## src/rtl/loopbuffer_queue_pkg.sv

```systemverilog
// Shared types and constants for the fetch-to-decode instruction queue.
// Privileged opcode values match the core-wide encoding of inst[30:21].
package loopbuffer_queue_pkg;

  localparam int unsigned INST_W   = 32;
  localparam int unsigned FLAGS_W  = 14;
  localparam int unsigned OPC_W    = 10;
  localparam int unsigned FAULT_W  = 3;

  // Fault code bit positions
  localparam int unsigned FAULT_PAGEFAULT = 2;
  localparam int unsigned FAULT_PRIVILEGE = 1;
  localparam int unsigned FAULT_INVALID   = 0;

  localparam logic [OPC_W-1:0] FAULT_INSTRUCTION_SRTISR  = 10'h1A0;
  localparam logic [OPC_W-1:0] FAULT_INSTRUCTION_SRKPDTR = 10'h1A1;
  localparam logic [OPC_W-1:0] FAULT_INSTRUCTION_SRIEIW  = 10'h1A2;
  localparam logic [OPC_W-1:0] FAULT_INSTRUCTION_SRTISW  = 10'h1A3;
  localparam logic [OPC_W-1:0] FAULT_INSTRUCTION_SRKPDTW = 10'h1A4;
  localparam logic [OPC_W-1:0] FAULT_INSTRUCTION_SRMMUW  = 10'h1A5;
  localparam logic [OPC_W-1:0] FAULT_INSTRUCTION_HALT    = 10'h1F0;
  localparam logic [OPC_W-1:0] FAULT_INSTRUCTION_IDTS    = 10'h1F1;

  typedef struct packed {
    logic [FAULT_W-1:0] fault;
    logic               paging;
    logic               kernel;
    logic [INST_W-1:0]  inst;
    logic [INST_W-1:0]  pc;
  } lbq_entry_t;

  function automatic logic is_privileged_opcode(input logic [OPC_W-1:0] opc);
    return (opc == FAULT_INSTRUCTION_SRTISR)  || (opc == FAULT_INSTRUCTION_SRKPDTR) ||
           (opc == FAULT_INSTRUCTION_SRIEIW)  || (opc == FAULT_INSTRUCTION_SRTISW)  ||
           (opc == FAULT_INSTRUCTION_SRKPDTW) || (opc == FAULT_INSTRUCTION_SRMMUW)  ||
           (opc == FAULT_INSTRUCTION_HALT)    || (opc == FAULT_INSTRUCTION_IDTS);
  endfunction

endpackage

```

## src/rtl/loopbuffer_queue_fault_check.sv

```systemverilog
// Combinational fault encoder: one-hot code, pagefault > privilege > invalid.
module loopbuffer_fault_check
  import loopbuffer_queue_pkg::*;
(
  input  logic               i_pagefault,
  input  logic [FLAGS_W-1:0] i_flags,
  input  logic               i_paging,
  input  logic               i_kernel,
  input  logic [OPC_W-1:0]   i_opcode,
  output logic [FAULT_W-1:0] o_fault_c
);

  logic w_pf;
  logic w_priv;
  logic w_inv;
  logic w_unused_flags;

  assign w_pf   = i_pagefault | (i_paging & ~i_flags[0]);
  assign w_inv  = i_paging & i_flags[0] & ~i_flags[3];
  assign w_priv = ~i_kernel &
                  ((i_paging & i_flags[0] & i_flags[3] & (i_flags[5:4] == 2'b00)) |
                   is_privileged_opcode(i_opcode));
  assign w_unused_flags = ^{i_flags[13:6], i_flags[2:1]};

  always_comb begin
    o_fault_c = '0;
    if (w_pf)        o_fault_c[FAULT_PAGEFAULT] = 1'b1;
    else if (w_priv) o_fault_c[FAULT_PRIVILEGE] = 1'b1;
    else if (w_inv)  o_fault_c[FAULT_INVALID]   = 1'b1;
  end

endmodule

```

## src/rtl/loopbuffer_queue.sv

```systemverilog
// Fetch-to-decode instruction ring with watermark throttle and fault hold.
// Define LOOPBUFFER_BYPASS_EN to pass input straight to decode when the queue is empty.
module loopbuffer_queue
  import loopbuffer_queue_pkg::*;
#(
  parameter  int unsigned DEPTH            = 32,
  parameter  int unsigned FETCH_STOP_LEVEL = 26,
  localparam int unsigned COUNT_W          = $clog2(DEPTH) + 1
) (
  input  logic               iCLOCK,
  input  logic               inRESET,
  input  logic               iFREE_REFRESH,
  input  logic               iPREVIOUS_INST_VALID,
  input  logic               iPREVIOUS_PAGEFAULT,
  input  logic [13:0]        iPREVIOUS_MMU_FLAGS,
  input  logic               iPREVIOUS_PAGING_ENA,
  input  logic               iPREVIOUS_KERNEL_ACCESS,
  input  logic [31:0]        iPREVIOUS_INST,
  input  logic [31:0]        iPREVIOUS_PC,
  output logic               oPREVIOUS_FETCH_STOP,
  output logic               oPREVIOUS_LOCK,
  output logic               oNEXT_INST_VALID,
  output logic               oNEXT_FAULT_PAGEFAULT,
  output logic               oNEXT_FAULT_PRIVILEGE_ERROR,
  output logic               oNEXT_FAULT_INVALID_INST,
  output logic               oNEXT_PAGING_ENA,
  output logic               oNEXT_KERNEL_ACCESS,
  output logic [31:0]        oNEXT_INST,
  output logic [31:0]        oNEXT_PC,
  input  logic               iNEXT_LOCK,
  output logic [COUNT_W-1:0] oCOUNT
);

  localparam int unsigned IDX_W = COUNT_W - 1;

  logic [COUNT_W-1:0] r_wr_ptr;
  logic [COUNT_W-1:0] r_rd_ptr;
  logic               r_fault_hold;
  lbq_entry_t         r_mem [DEPTH];

  logic [COUNT_W-1:0] w_count;
  logic               w_empty;
  logic               w_full;
  logic [FAULT_W-1:0] w_fault;
  lbq_entry_t         w_in_entry;
  lbq_entry_t         w_out_entry;
  logic               w_offer;
  logic               w_bypass;
  logic               w_push;
  logic               w_pop;

  loopbuffer_fault_check u_fault_check (
    .i_pagefault (iPREVIOUS_PAGEFAULT),
    .i_flags     (iPREVIOUS_MMU_FLAGS),
    .i_paging    (iPREVIOUS_PAGING_ENA),
    .i_kernel    (iPREVIOUS_KERNEL_ACCESS),
    .i_opcode    (iPREVIOUS_INST[30:21]),
    .o_fault_c   (w_fault)
  );

  assign w_count = r_wr_ptr - r_rd_ptr;
  assign w_empty = (r_wr_ptr == r_rd_ptr);
  assign w_full  = (r_wr_ptr[IDX_W] != r_rd_ptr[IDX_W]) &&
                   (r_wr_ptr[IDX_W-1:0] == r_rd_ptr[IDX_W-1:0]);

  assign w_in_entry = '{fault:  w_fault,
                        paging: iPREVIOUS_PAGING_ENA,
                        kernel: iPREVIOUS_KERNEL_ACCESS,
                        inst:   iPREVIOUS_INST,
                        pc:     iPREVIOUS_PC};

  // An accepted offer either enters the ring or, with bypass, goes straight out
  assign w_offer = iPREVIOUS_INST_VALID & ~w_full & ~r_fault_hold & ~iFREE_REFRESH;
`ifdef LOOPBUFFER_BYPASS_EN
  assign w_bypass = w_empty & ~iNEXT_LOCK & w_offer;
`else
  assign w_bypass = 1'b0;
`endif
  assign w_push = w_offer & ~w_bypass;
  assign w_pop  = ~w_empty & ~iNEXT_LOCK & ~iFREE_REFRESH;

  always_ff @(posedge iCLOCK or negedge inRESET) begin
    if (!inRESET) begin
      r_wr_ptr     <= '0;
      r_rd_ptr     <= '0;
      r_fault_hold <= 1'b0;
    end else if (iFREE_REFRESH) begin
      r_wr_ptr     <= '0;
      r_rd_ptr     <= '0;
      r_fault_hold <= 1'b0;
    end else begin
      if (w_push) r_wr_ptr <= r_wr_ptr + COUNT_W'(1);
      if (w_pop)  r_rd_ptr <= r_rd_ptr + COUNT_W'(1);
      if (w_offer && (w_fault != '0)) r_fault_hold <= 1'b1;
    end
  end

  // Ring storage needs no reset: it is only read while non-empty
  always_ff @(posedge iCLOCK) begin
    if (w_push) r_mem[r_wr_ptr[IDX_W-1:0]] <= w_in_entry;
  end

  always_comb begin
    w_out_entry = '0;
    if (w_bypass)      w_out_entry = w_in_entry;
    else if (!w_empty) w_out_entry = r_mem[r_rd_ptr[IDX_W-1:0]];
  end

  assign oNEXT_INST_VALID            = w_pop | w_bypass;
  assign oNEXT_FAULT_PAGEFAULT       = w_out_entry.fault[FAULT_PAGEFAULT];
  assign oNEXT_FAULT_PRIVILEGE_ERROR = w_out_entry.fault[FAULT_PRIVILEGE];
  assign oNEXT_FAULT_INVALID_INST    = w_out_entry.fault[FAULT_INVALID];
  assign oNEXT_PAGING_ENA            = w_out_entry.paging;
  assign oNEXT_KERNEL_ACCESS         = w_out_entry.kernel;
  assign oNEXT_INST                  = w_out_entry.inst;
  assign oNEXT_PC                    = w_out_entry.pc;

  assign oPREVIOUS_LOCK       = w_full | r_fault_hold;
  assign oPREVIOUS_FETCH_STOP = (w_count > COUNT_W'(FETCH_STOP_LEVEL));
  assign oCOUNT               = w_count;

endmodule

```

## config.mk

```make
export PLATFORM = sky130hd
export DESIGN_NAME = loopbuffer_queue
export DESIGN_NICKNAME = d
export VERILOG_FILES = /design/src/rtl/loopbuffer_queue_pkg.sv /design/src/rtl/loopbuffer_queue_fault_check.sv /design/src/rtl/loopbuffer_queue.sv
export SDC_FILE = /design/constraint.sdc
export NUM_CORES = 2
export LEC_CHECK = 0
export CORE_UTILIZATION = 40
export DETAILED_ROUTE_END_ITERATION = 6
export PLACE_DENSITY = 0.59
export SYNTH_ARGS = -nofsm -noshare
export SYNTH_HDL_FRONTEND = slang
export SYNTH_SLANG_ARGS = --single-unit
```

## constraint.sdc

```tcl
create_clock -name iCLOCK -period 6.75 [get_ports iCLOCK]
set_input_delay 1.35 -clock iCLOCK [delete_from_list [all_inputs] [get_ports iCLOCK]]
set_output_delay 1.35 -clock iCLOCK [all_outputs]
set_load 0.02 [all_outputs]
```

==> impl_results.md <==
- Aggregate routed wire length: roughly 220000 um
- Number of clock buffers inserted by TritonCTS: approximately 210
- Wire length of the first global-routing pass: between 300000 and 400000 um
- CP Capture Type: primary output
- Count of nets after finishing: 4409
- Placeable core region: roughly 210000 um2
- Minimum clock period after layout: around 6.3 ns
- Total of warnings raised by yosys: 0
- Synthesized area divided by synthesized cell count: approximately 21 um2
- #FFs+latches synth: roughly 2200
- Y dimension of the die: around 460 um
- Number of hold violations in the final report: 0
- IO Pins: around 160
- Post-cts sizing count: 0
- Vias in the first global route: 42600
- # Post-CTS Setup Buffers: 0
- Die Outline Area: 214000 um2
- Peak per-stage delay on the critical path: 0.71 ns
- Number of DRC markers in iteration 0: between 4000 and 5000
- Cell area power density: between 300 and 400 nW/um2
- Fraction of final layout cells sized beyond drive strength 1: 0.162
- Largest net degree at the start of global routing: 136
- Vias per cell: 5.76
- Hold WS: approximately 0.61 ns
- Library cells used by synthesis: 45
- Classification of the worst-slack hold path: reg -> reg
- Area of combinational cells with multiple inputs: roughly 18000 um2
- TritonCTS sink count: between 2000 and 2500
- Final-report setup violation count: 0
- Worst IR drop on VDD: about 0.28 mV
- Worst slew pin tran: between 1 and 1.5 ns
- Leakage power total: between 20 and 30 nW
- Clock tree buffer depth: 3
- Setup WS pre-CTS: 1.37 ns
- Number of filler cells placed in the layout: roughly 17000
- Total overflow reported by the global router: 0
- Area of the mapped netlist: roughly 85000 um2
- Clk Tree Root Cell: sky130_fd_sc_hd__clkbuf_16
- Arrival time at the worst endpoint: slightly below 5 ns
- Fraction of the yosys area taken by sequential cells: 0.784
- Die W: between 400 and 500 um
- Fin area: about 97000 um2
- Storage element area: between 60000 and 70000 um2
- Routability-driven placement congestion ratio: slightly above 0.7
- Headroom to the max-slew limit: 0.140
- RSZ-0062 raised after global routing: no
- Number of antenna violations at the first check in global routing: 21
- Cell chain of the critical path: inv_8, ha_1, and4_1, and3_1, nor3_4, buf_12, o211ai_1, nand4_1, clkdlybuf4s50_1
- Maximum capacitance violations: 0
- Worst Setup Start Kind: flop
- Status: complete, no violations
- Clock slew seen by the registers of the worst setup and hold paths: ~0.06 ns
- TritonCTS clock tree: done
- Period utilization: 0.931
- Number of rows in the core area: about 170
- Post-route worst setup slack: 0.468 ns
- Number of max-slew violations in the final report: 0
- Initial Utilization: 0.404
- Number of optimization iterations in the first detailed-route pass: 6
- Latest clock arrival within the worst-skew pair: between 0.8 and 0.9 ns
- Most common cell after layout, fill and taps aside: sky130_fd_sc_hd__edfxtp_1
- Critical path required time: 5.40 ns
- Max Freq: ~160 MHz
- Total placed instance area: about 91000 um2
- Number of H-tree levels: 4
- Avg WL per Cell: a little under 30 um
- Synthesized netlist net count: approximately 4200
- Number of port buffers: approximately 150
- Antenna violation net count after detailed routing: 0
- Cells after Synth: 4077
- Number of buffers added to fix hold violations after cts: 0
- Cell at the slowest stage of the critical path: sky130_fd_sc_hd__nor3_4
- Total negative setup slack: 0 ns
- DRC Markers: 0
- Worst Setup Path Type: reg -> out
- Global-route usage over all layers: 0.199
- Commonest cells after routing, fill and taps aside: sky130_fd_sc_hd__edfxtp_1 (2208), sky130_fd_sc_hd__mux2i_1 (552), sky130_fd_sc_hd__o211ai_1 (277)
- Clk_skew: around 0.033 ns
- Via count: approximately 42000
- Estimated wirelength of the detail-placed design: between 100000 and 150000 um
- Largest fanout on the critical path: 37
- Relative area change from synthesis to final layout: 14.5%
==> worst max-delay path, delay by kind of cell (launching register included) <==
kind,cells,cell delay [ns]
adder cells (fa/ha/maj),1,0.37
AO/OA/AOI/OAI,1,0.13
AND/OR/NAND/NOR,4,1.74
flip-flops,1,0.51
buffers and inverters,3,1.26
==> kinds of logic after synthesis <==
kind of cell | after synthesis | synth area share
compound gates | 571 | 0.0504
xor+xnor | 14 | 0.00144
mux | 828 | 0.138
buf+inv | 264 | 0.0138
simple gates | 168 | 0.0109
flops | 2221 | 0.784
fa+ha+maj | 11 | 0.00171
==> cell usage after synthesis (all sizes together) <==
cell	number	area share
edfxtp	2208	0.78
mux2i	552	0.065
o211ai	277	0.024
a22oi	276	0.024
mux4	276	0.073
buf	144	0.0085
clkbuf	107	0.0047
nand4	73	0.0054
nor2	50	0.0022
nand2	14	0.00062
dfrtp	13	0.0038
inv	13	0.00057
nor3	11	0.0010
ha	10	0.0015
xnor2	7	0.00072
xor2	7	0.00072
a21oi	4	0.00024
a21o	3	0.00026
a311oi	3	0.00046
nand3b	3	0.00026
a31oi	2	0.00015
and2	2	0.00015
nand3	2	0.00012
nand4b	2	0.00021
nor2b	2	0.00015
o21ai	2	0.00012
or3	2	0.00015
a211oi	1	0.000088
a31o	1	0.00010
a32o	1	0.00012
and3	1	0.000074
and4	1	0.00010
fa	1	0.00024
nand2b	1	0.000074
nor4	1	0.000074
nor4b	1	0.00010
o21a	1	0.000088
or3b	1	0.00010
or4	1	0.000088
==> routing by layer <==
| metal | up-vias | GRT usage | wire length [um] |
|---|---|---|---|
| li1 | 17700 | - | - |
| met1 | 22500 | 0.276 | 92700 |
| met2 | 1452 | 0.323 | 105000 |
| met3 | 325 | 0.0355 | 13600 |
| met4 | 12 | 0.0532 | 5230 |
| met5 | - | 0 | 81 |
==> state kept, by name, indices dropped and copies added (netlist names) <==
register      count
r_wr_ptr          6
r_mem          2208
r_rd_ptr          6
r_fault_hold      1
==> worst paths after layout <==
kind                                 end  slack [ns]  cells past startpoint        start
max                        oNEXT_INST[1]        0.47                      9  r_rd_ptr[2]
min                          r_rd_ptr[5]        0.61                      2  r_rd_ptr[5]
max reg2reg                r_mem[26][62]        1.94                      8  r_rd_ptr[2]
min reg2reg                  r_rd_ptr[5]        0.61                      2  r_rd_ptr[5]
max in group asynchronous    r_rd_ptr[1]        5.41                      1      inRESET
min in group asynchronous    r_rd_ptr[0]        0.89                      1      inRESET
==> metrics by stage <==
| stage | utilization | power, mW | std cells |
|---|---|---|---|
| finish | 0.463 | 30.5 | 7289 |
| CTS | 0.463 | 30.7 | 7282 |
| global placement | 0.431 | 19.2 | 6902 |
| global route | 0.463 | 31.4 | 7288 |
| floorplan | - | 17.8 | 4077 |
| detailed placement | 0.431 | 19.3 | 6902 |
==> where the power goes <==
part	switching [mW]	internal, mW	leakage [nW]
combinational	2.12	1.53	5.14
sequential	0.0378	15.2	20.0
clock	5.05	6.53	3.25
total	7.21	23.3	28.4
==> cell type report <==
class | count | share of cell area
inverters | 13 | 0.000578
clock inverters | 114 | 0.0105
clock buffers | 266 | 0.0579
flip-flops and latches | 2221 | 0.685
diodes | 7 | 0.000180
multi-input cells | 1592 | 0.180
well taps | 2805 | 0.0361
repair buffers | 271 | 0.0304
No activity file was read; power rests on OpenSTA's default activity.
